===== src/rtl/fd_pkg.sv =====
// Shared definitions for the fd_multi clock divider: minimum ratio, default
// ratio width, the ratio-write clamp and the channel-index width helper.
package fd_pkg;

  localparam int FD_MIN_DIV   = 2;
  localparam int FD_DEF_DIV_W = 16;

  // Width of a channel index; never below one bit so a one-channel build has a port.
  function automatic int fd_ch_w(input int n);
    if (n > 1) begin
      return $clog2(n);
    end else begin
      return 1;
    end
  endfunction

  function automatic logic [31:0] fd_clamp(input logic [31:0] d);
    if (d < 32'(FD_MIN_DIV)) begin
      return 32'(FD_MIN_DIV);
    end else begin
      return d;
    end
  endfunction

endpackage


===== src/rtl/fd_multi_if.sv =====
// Control and output bundle of the fd_multi divider; master drives config, slave is the divider.
interface fd_multi_if
  import fd_pkg::*;
#(
  parameter int NUM_CH = 4,
  parameter int DIV_W  = FD_DEF_DIV_W
);
  localparam int CH_W = fd_ch_w(NUM_CH);

  logic [NUM_CH-1:0]       ch_en;
  logic                    cfg_we;
  logic [CH_W-1:0]         cfg_ch;
  logic [DIV_W-1:0]        cfg_div;
  logic                    sync_all;
  logic [NUM_CH-1:0]       out_clk;
  logic [NUM_CH-1:0]       tick;
  logic [NUM_CH*DIV_W-1:0] cur_div;

  modport master (
    output ch_en, cfg_we, cfg_ch, cfg_div, sync_all,
    input  out_clk, tick, cur_div
  );

  modport slave (
    input  ch_en, cfg_we, cfg_ch, cfg_div, sync_all,
    output out_clk, tick, cur_div
  );

endinterface


===== src/rtl/fd_chan.sv =====
// One divider channel: counter, active/shadow ratios, registered divided clock
// and period-start tick (tick flop only present when FD_TICK_EN is defined).
module fd_chan
  import fd_pkg::*;
#(
  parameter int DIV_W   = FD_DEF_DIV_W,
  parameter int DEF_DIV = 4
) (
  input  logic             clk,
  input  logic             rst_n,
  input  logic             en,
  input  logic             we,
  input  logic [DIV_W-1:0] div,
  input  logic             sync,
  output logic             out_clk,
  output logic             tick,
  output logic [DIV_W-1:0] act
);

  localparam logic [DIV_W-1:0] DEF_R  = DIV_W'(DEF_DIV);
  localparam logic [DIV_W-1:0] ZERO_R = {DIV_W{1'b0}};
  localparam logic [DIV_W-1:0] ONE_R  = DIV_W'(1);

  logic [DIV_W-1:0] cnt_r, act_r, shadow_r;
  logic [DIV_W-1:0] div_c_s, cnt_inc_s, cnt_n_s, act_n_s, shadow_n_s;
  logic             out_r, out_n_s, wrap_s;

  // Next-state for counter, ratios and divided clock.
  always_comb begin
    div_c_s    = DIV_W'(fd_clamp(32'(div)));
    shadow_n_s = we ? div_c_s : shadow_r;
    cnt_inc_s  = (cnt_r == act_r - ONE_R) ? ZERO_R : cnt_r + ONE_R;
    wrap_s     = (cnt_inc_s == ZERO_R);
    cnt_n_s    = cnt_r;
    act_n_s    = act_r;
    out_n_s    = out_r;
    // A stopped or re-aligned channel parks at cnt=0 and picks up the newest ratio.
    if (!en || sync) begin
      cnt_n_s = ZERO_R;
      out_n_s = 1'b0;
      act_n_s = shadow_n_s;
    end else begin
      cnt_n_s = cnt_inc_s;
      out_n_s = (cnt_inc_s < (act_r >> 1));
      if (wrap_s) begin
        act_n_s = shadow_n_s;
      end else begin
        act_n_s = act_r;
      end
    end
  end

  // Channel state registers.
  always_ff @(posedge clk or negedge rst_n) begin
    if (!rst_n) begin
      cnt_r    <= ZERO_R;
      act_r    <= DEF_R;
      shadow_r <= DEF_R;
      out_r    <= 1'b0;
    end else begin
      cnt_r    <= cnt_n_s;
      act_r    <= act_n_s;
      shadow_r <= shadow_n_s;
      out_r    <= out_n_s;
    end
  end

`ifdef FD_TICK_EN
  logic tick_r;

  // Period-start pulse, coincident with the rising edge of out_clk.
  always_ff @(posedge clk or negedge rst_n) begin
    if (!rst_n) begin
      tick_r <= 1'b0;
    end else begin
      tick_r <= en & ~sync & wrap_s;
    end
  end

  assign tick = tick_r;
`else
  assign tick = 1'b0;
`endif

  assign out_clk = out_r;
  assign act     = act_r;

endmodule


===== src/rtl/fd_multi.sv =====
// Multi-channel programmable clock divider top: decodes config writes and
// fans sync_all out to NUM_CH fd_chan slices. Optional tick outputs: FD_TICK_EN.
module fd_multi
  import fd_pkg::*;
#(
  parameter int NUM_CH  = 4,
  parameter int DIV_W   = FD_DEF_DIV_W,
  parameter int DEF_DIV = 4
) (
  input  logic       clk,
  input  logic       rst_n,
  fd_multi_if.slave  bus
);

  localparam int CH_W = fd_ch_w(NUM_CH);

  logic [NUM_CH-1:0]       we_s;
  logic [NUM_CH-1:0]       out_clk_s;
  logic [NUM_CH-1:0]       tick_s;
  logic [NUM_CH*DIV_W-1:0] cur_div_s;

  // An out-of-range cfg_ch matches no slice, so the write is dropped.
  for (genvar g = 0; g < NUM_CH; g++) begin : g_ch
    assign we_s[g] = bus.cfg_we & (bus.cfg_ch == CH_W'(g));

    fd_chan #(
      .DIV_W   (DIV_W),
      .DEF_DIV (DEF_DIV)
    ) u_chan (
      .clk     (clk),
      .rst_n   (rst_n),
      .en      (bus.ch_en[g]),
      .we      (we_s[g]),
      .div     (bus.cfg_div),
      .sync    (bus.sync_all),
      .out_clk (out_clk_s[g]),
      .tick    (tick_s[g]),
      .act     (cur_div_s[g*DIV_W +: DIV_W])
    );
  end

  assign bus.out_clk = out_clk_s;
  assign bus.tick    = tick_s;
  assign bus.cur_div = cur_div_s;

endmodule


===== src/flat_wrapper.sv =====
// flat-port wrapper written by rule: the top's interface ports become plain ports
module fd_multi_flat import fd_pkg::*;
#(
  parameter int NUM_CH  = 4,
  parameter int DIV_W   = FD_DEF_DIV_W,
  parameter int DEF_DIV = 4
)
  (clk, rst_n, bus_ch_en, bus_cfg_we, bus_cfg_ch, bus_cfg_div, bus_sync_all, bus_out_clk, bus_tick, bus_cur_div);
  fd_multi_if #(.NUM_CH(NUM_CH), .DIV_W(DIV_W)) bus_i ();
  input  logic clk;
  input  logic rst_n;
  input wire logic [$bits(bus_i.ch_en)-1:0] bus_ch_en;
  input wire logic [$bits(bus_i.cfg_we)-1:0] bus_cfg_we;
  input wire logic [$bits(bus_i.cfg_ch)-1:0] bus_cfg_ch;
  input wire logic [$bits(bus_i.cfg_div)-1:0] bus_cfg_div;
  input wire logic [$bits(bus_i.sync_all)-1:0] bus_sync_all;
  output wire logic [$bits(bus_i.out_clk)-1:0] bus_out_clk;
  output wire logic [$bits(bus_i.tick)-1:0] bus_tick;
  output wire logic [$bits(bus_i.cur_div)-1:0] bus_cur_div;
  assign bus_i.ch_en = bus_ch_en;
  assign bus_i.cfg_we = bus_cfg_we;
  assign bus_i.cfg_ch = bus_cfg_ch;
  assign bus_i.cfg_div = bus_cfg_div;
  assign bus_i.sync_all = bus_sync_all;
  assign bus_out_clk = bus_i.out_clk;
  assign bus_tick = bus_i.tick;
  assign bus_cur_div = bus_i.cur_div;
  fd_multi #(.NUM_CH(NUM_CH), .DIV_W(DIV_W), .DEF_DIV(DEF_DIV)) u_core (.clk(clk), .rst_n(rst_n), .bus(bus_i));
endmodule

===== config.mk =====
export PLATFORM = sky130hd
export DESIGN_NAME = fd_multi_flat
export DESIGN_NICKNAME = d
export VERILOG_FILES = /design/src/rtl/fd_pkg.sv /design/src/rtl/fd_multi_if.sv /design/src/rtl/fd_chan.sv /design/src/rtl/fd_multi.sv /design/src/flat_wrapper.sv
export SDC_FILE = /design/constraint.sdc
export NUM_CORES = 1
export LEC_CHECK = 0
export CORE_MARGIN = 2
export CORE_UTILIZATION = 40
export CTS_CLUSTER_DIAMETER = 60
export CTS_CLUSTER_SIZE = 20
export DETAILED_ROUTE_END_ITERATION = 10
export PLACE_DENSITY = 0.54
export SLEW_MARGIN = 0
export SYNTH_ARGS = -nofsm -noshare
export SYNTH_HDL_FRONTEND = slang
export SYNTH_SLANG_ARGS = --single-unit

===== constraint.sdc =====
create_clock -name clk -period 5.2 [get_ports clk]
set_clock_uncertainty 0.2 [all_clocks]
set_input_delay 0.78 -clock clk [delete_from_list [all_inputs] [get_ports clk]]
set_output_delay 0.78 -clock clk [all_outputs]
set_load 0.005 [all_outputs]

[Word-level counts from Yosys, hierarchy flattened]
Index checks and enable logic that the tools add are counted.
Storage, ports and cells
  register bits after elaboration: 196
Operators by class
  magnitude comparators: 5
  reduce and logical (&&, ||, !) cells: 17
  equal/unequal tests: 7
  bitwise gates (word level): 4
  multiplexer cells: 25
  $add $sub $neg: 8
Operators with widths (number)
  2-to-1 mux 16 bit: 21
  adder 16 x 1 -> 16 bit, second input constant: 4
  equality test 16 bit: 4
  logical NOT 16 bit: 4
  less-than comparator 16 x 15 -> 1 bit: 4
  subtractor 16 x 1 -> 16 bit, second input constant: 4
  less-than comparator 16 x 2 -> 1 bit, second input constant: 1
  nonzero test 2 bit: 4
  bitwise AND 1 bit: 4
  equality test 2 bit, second input constant: 2
  logical NOT 1 bit: 4
  logical OR 1 bit: 4
  2-to-1 mux 1 bit: 4
  equality test 2 x 1 -> 1 bit, second input constant: 1
  logical NOT 2 bit: 1

[Logic depth before layout (Yosys ltp)]
  depth in word-level cells: 6
  gate-level depth with buffers: 19
  mapped depth without buffers: 17

[Cells and area by module]
A second synthesis with hierarchy kept.
Second synthesis, totals
  cells, all modules: 1320
  area total of the unflattened synthesis: 12829.8 µm²
By module, submodules not included
  fd_chan: instances 4, area each 3198.1 µm², seq. area each 1228.7 µm², cells an instance 329
  fd_multi: instances 1, area each 37.5 µm², seq. area each 0.0 µm², cells an instance 4

[Worst setup path after synthesis]
OpenSTA, ideal clock, no wires.
  path type: register to register
  start: reg u_core.g_ch[2].u_chan.act_r[0]
  end: reg u_core.g_ch[2].u_chan.out_r
  setup time: 0.127 ns
  required time: 4.873 ns
  period minus slack after synthesis: 4.183 ns
  setup slack: 1.017 ns
  path buffers: 2
  cell stages (with the launch flop): 19
  arrival: 3.856 ns
  cells stage by stage: dfrtp_1 -> inv_1 -> ha_1 -> nor4b_1 -> nand3_1 -> o41a_1 -> a211oi_1 -> and2_1 -> clkbuf_1 -> clkbuf_1 -> nor2_1 -> ha_1 -> nand3_1 -> or2_2 -> nor3_1 -> o31a_1 -> nor4b_1 -> o21ai_0 -> a211oi_1
On the way
  cells in the longest elaborated chain, start to end: 5
RTL lines
  start, declared: line fd_chan.sv:24  | logic [DIV_W-1:0] cnt_r, act_r, shadow_r;
  start signal, assigned: line fd_chan.sv:62  | act_r <= act_n_s;
  subtractor 16 x 1 -> 16 bit: line fd_chan.sv:32  | cnt_inc_s = (cnt_r == act_r - ONE_R) ? ZERO_R : cnt_r + ONE_R;
  equality test 16 bit: line fd_chan.sv:32
  2-to-1 mux 16 bit: line fd_chan.sv:32
  less-than comparator 16 x 15 -> 1 bit: line fd_chan.sv:44  | out_n_s = (cnt_inc_s < (act_r >> 1));
  2-to-1 mux 1 bit: line fd_chan.sv:38  | if (!en || sync) begin
  net u_core.g_ch[2].u_chan.out_n_s: line fd_chan.sv:26  | logic out_r, out_n_s, wrap_s;
  end signal, assigned: line fd_chan.sv:64  | out_r <= out_n_s;
  end, declared: line fd_chan.sv:26
The timed path passes the listed nets, and every way through them passes these cells.
A chain may end at the register's enable or synchronous reset.

[Final worst setup path]
  start: reg u_core.g_ch[0].u_chan.act_r[1]
  end: reg u_core.g_ch[0].u_chan.out_r
On the way
  cells in the longest elaborated chain, start to end: 5
RTL lines (line)
  start, declared: fd_chan.sv:24
  start signal, assigned: fd_chan.sv:62
  subtractor 16 x 1 -> 16 bit: fd_chan.sv:32
  equality test 16 bit: fd_chan.sv:32
  2-to-1 mux 16 bit: fd_chan.sv:32
  less-than comparator 16 x 15 -> 1 bit *: fd_chan.sv:44
  2-to-1 mux 1 bit *: fd_chan.sv:38
  net u_core.g_ch[0].u_chan.out_n_s: fd_chan.sv:26
  end signal, assigned: fd_chan.sv:64
  end, declared: fd_chan.sv:26
The timed path passes the listed nets; every way through them passes the cells marked *.

==> run metrics <==
wire length of the first global-routing pass 52,800 microns; width of the chip 179 microns; top flip-flop cell by instance count after synthesis dfrtp_1; number of instances in the synthesized netlist 1,275; Worst Path Required 5.37 ns; Rel. slew slack 36.8%; unrepaired setup endpoints after global routing false; path type of the worst min-delay path primary input to asynchronous set/reset pin; synthesized-area fraction occupied by adder cells 6.50%; number of ports placed on the die boundary 98; pin count of the biggest net entering global routing 86; final-report hold violation count 0; number of cells upsized or downsized after cts 0; area of the placeable core 30,400 sq um; Gate power share 25.5%; level count of the clock H-tree 4; number of fill cells in the layout 2,918; CTS root buffer clkbuf_16; minimum setup slack among reg-to-reg paths 0.63 ns; Int Pwr 0.00296 W; Post-Syn Area per Cell 9.66 sq um; number of buffers inserted during clock tree synthesis 17; fin crit period 4.57 ns; total of flip-flops plus latches after synthesis 196; Via density 5.45; final global-route overflow total 0; number of clock sinks 196; part of the total power dissipated in sequential elements 45.7%; fraction of the mapped netlist area in simple logic gates 19.0%; part of the Yosys area used for sequential elements 39.9%; Critical Path Source Type flop; area leader, netlist dfrtp_1; critical path endpoint category flop; highest fanout seen on the critical path 16; Clock Power Share 28.8%; M1 WL 15,800 microns; Cell Pwr Density 315 nW/um^2; area growth from synthesis to layout 14.5%; cell types with the largest area share after synthesis dfrtp_1 38%, mux2_2 7.1%, ha_1 6.5%; DP Wirelength 23,900 microns; share of total power consumed by net switching 33.3%; Max Transition Viols Final 0; count of routing violations after the opening detailed-route iteration 570; height of the die 179 microns; library cell appearing most often on the critical path ha_1; uppermost layer routed met4; number of buffers added to fix hold violations after cts 0; category of the critical setup timing path flop to flop; DRC violations left 0; Cell Count Post-Placement 1,711; first-pass detailed-route iteration total 5; Fin Setup TNS 0 ns; most repeated cell in the gate-level netlist after synthesis dfrtp_1; clock tree from TritonCTS built; proportion of register bits with asynchronous set or reset after synthesis 100%; # Post-CTS Setup Buffers 0; detailed-route wire length 32,400 microns; pin slew with the least headroom to its limit 0.941 ns; Routed wire per std cell 18.6 microns; worst skew pair latency 0.44 ns; number of routed nets with antenna violations 0; Total Power 0.00444 W; netlist area before placement 12,300 sq um; critical path cell sequence inv_1, ha_1, nor3b_1, nand4_1, xnor2_1, or4_1, nor4b_4, buf_4, nor2_1, ha_1, a211oi_1, o2bb2ai_1, o21ai_0, nand2_1, a31o_2, a22o_1, o211a_1; placed instance area 13,500 sq um; overall via count from detail_route 9,500; number of buffers added on ports 93; die area 32,200 sq um; number of failing setup endpoints in the final timing report 0; Final period util 87.8%; Max Cap Viol 0; antenna violations before repair 0; area of all placed cells without fillers 14,100 sq um; Critical Path AT 4.74 ns; number of placement rows 64; effective utilization at floorplan 40.5%; slowest stage delay, CP 0.57 ns; Compound-Gate Fraction of Synth Area 8.32%; number of warnings printed during yosys synthesis 0; wire length on met2 15,000 microns; vias in the first global route 9,348; Cell Count, Final, Fillers Out 1,744; status finished, final reports clean; number of distinct library cells after synthesis 75; CP max-delay cell nor3b_1; overall track demand over capacity in global routing 20.4%; largest family of logic cells by synthesized area simple AND/OR/NAND/NOR gates; total net switching power 0.00148 W; share of synthesized area spent on multiplexers 11.6%; fraction of final layout cells with drive strength greater than 1 10.9%; Yosys top cell area share 38.2%; number of synthesized flops with an enable pin 0; met3 WL 1170 microns; CTS clock-pin slew for the worst setup and hold paths 0.08 ns; leakage 6.12 nW; leading cell types by count after synthesis 188 x dfrtp_1, 167 x nor2_1, 80 x inv_1, 78 x mux2_2, 75 x xnor2_1; Max Buffers Root-to-Sink 2; fin nets 1,424; routability cong. 0.860; highest attainable clock frequency 0.219 GHz; XOR/XNOR Fraction of Synth Area 9.89%; VDD IR-drop max 0.000251 V
[per-layer routing]
layer	up-vias	track usage (%)
li1	4571	-
met4	0	4.46
met5	-	0
met3	32	2.94
met1	4674	28.9
met2	223	32.9
[metrics by stage]
step	util, %	setup slack [ns]	hold WS [ns]
6_report	46.3	0.632	0.205
5_1_grt	46.3	0.261	0.247
3_5_place_dp	44.5	0.709	0.277
4_1_cts	46.3	0.666	0.219
3_3_place_gp	44.5	0.773	0.275
2_1_floorplan	-	1.02	0.247
[layout by cell type (no fill, tap or decap), types with 17 or more instances in the layout]
cell type,instances
dfrtp_1,188
nor2_1,167
clkdlybuf4s50_1,92
inv_1,80
mux2_2,78
xnor2_1,75
xor2_1,64
ha_1,64
nand2_1,58
nand3_1,54
mux2_1,44
nor3_1,37
nand4_1,32
o21ai_0,29
a21oi_1,23
nor4_1,18
clkbuf_16,17
[state kept, by name, indices dropped and copies added (netlist names)]
| signal | count |
|---|---|
| u_core.g_ch.u_chan.shadow_r | 64 |
| u_core.g_ch.u_chan.act | 64 |
| u_core.g_ch.u_chan.out_clk | 4 |
| u_core.g_ch.u_chan.cnt_r | 64 |
[kinds of logic after synthesis]
| family | count (synthesis) |
|---|---|
| AOI/OAI and AO/OA | 146 |
| DFF | 196 |
| xor gates and xnor gates | 139 |
| adders and majority gates | 64 |
| other | 1 |
| and+or+nand+nor | 457 |
| muxes | 127 |
| buffers and inverters | 145 |
[path summary, 6_finish.rpt]
kind	start	end	cells past startpoint
setup reg to reg	u_core.g_ch[0].u_chan.act[1]$_DFFE_PN0P_	u_core.g_ch[0].u_chan.out_clk$_DFF_PN0_	17
hold / removal	rst_n	u_core.g_ch[1].u_chan.cnt_r[7]$_DFF_PN0_	1
min in group clk	u_core.g_ch[3].u_chan.shadow_r[0]$_DFF_PN0_	u_core.g_ch[3].u_chan.shadow_r[0]$_DFF_PN0_	2
max in group asynchronous	rst_n	u_core.g_ch[2].u_chan.shadow_r[2]$_DFF_PN1_	2
setup / recovery	u_core.g_ch[0].u_chan.act[1]$_DFFE_PN0P_	u_core.g_ch[0].u_chan.out_clk$_DFF_PN0_	17
hold reg to reg	u_core.g_ch[3].u_chan.shadow_r[0]$_DFF_PN0_	u_core.g_ch[3].u_chan.shadow_r[0]$_DFF_PN0_	2
[critical path: cells and delay by family, from the launching register on]
| family | cells | cell delay (ns) |
|---|---|---|
| flip-flops | 1 | 0.49 |
| adder cells (fa/ha/maj) | 2 | 0.50 |
| AND/OR/NAND/NOR | 6 | 1.70 |
| buffers and inverters | 2 | 0.34 |
| XOR/XNOR | 1 | 0.17 |
| AO/OA/AOI/OAI | 6 | 1.10 |
[power groups by stage]
| stage | sequential [W] | clock, W | combinational, W |
|---|---|---|---|
| global placement | 0.00206 | 0 | 0.00113 |
| CTS | 0.00203 | 0.00132 | 0.00114 |
| detailed placement | 0.00206 | 0 | 0.00113 |
| floorplan | 0.00194 | 0 | 0.000697 |
| global route | 0.00207 | 0.00138 | 0.00126 |
| finish | 0.00203 | 0.00128 | 0.00113 |
[layout make-up]
| class | instances | area, sq um | share of cell area, % |
|---|---|---|---|
| antenna | 1 | 2.50 | 0.0177 |
| clock buffer | 18 | 429 | 3.04 |
| clock inverter | 14 | 121 | 0.861 |
| inverter | 80 | 300 | 2.13 |
| multi-input combinational | 937 | 6820 | 48.4 |
| sequential | 196 | 4910 | 34.9 |
| tap | 396 | 495 | 3.51 |
| timing repair buffer | 102 | 1010 | 7.20 |
No activity file was read; power rests on OpenSTA's default activity.
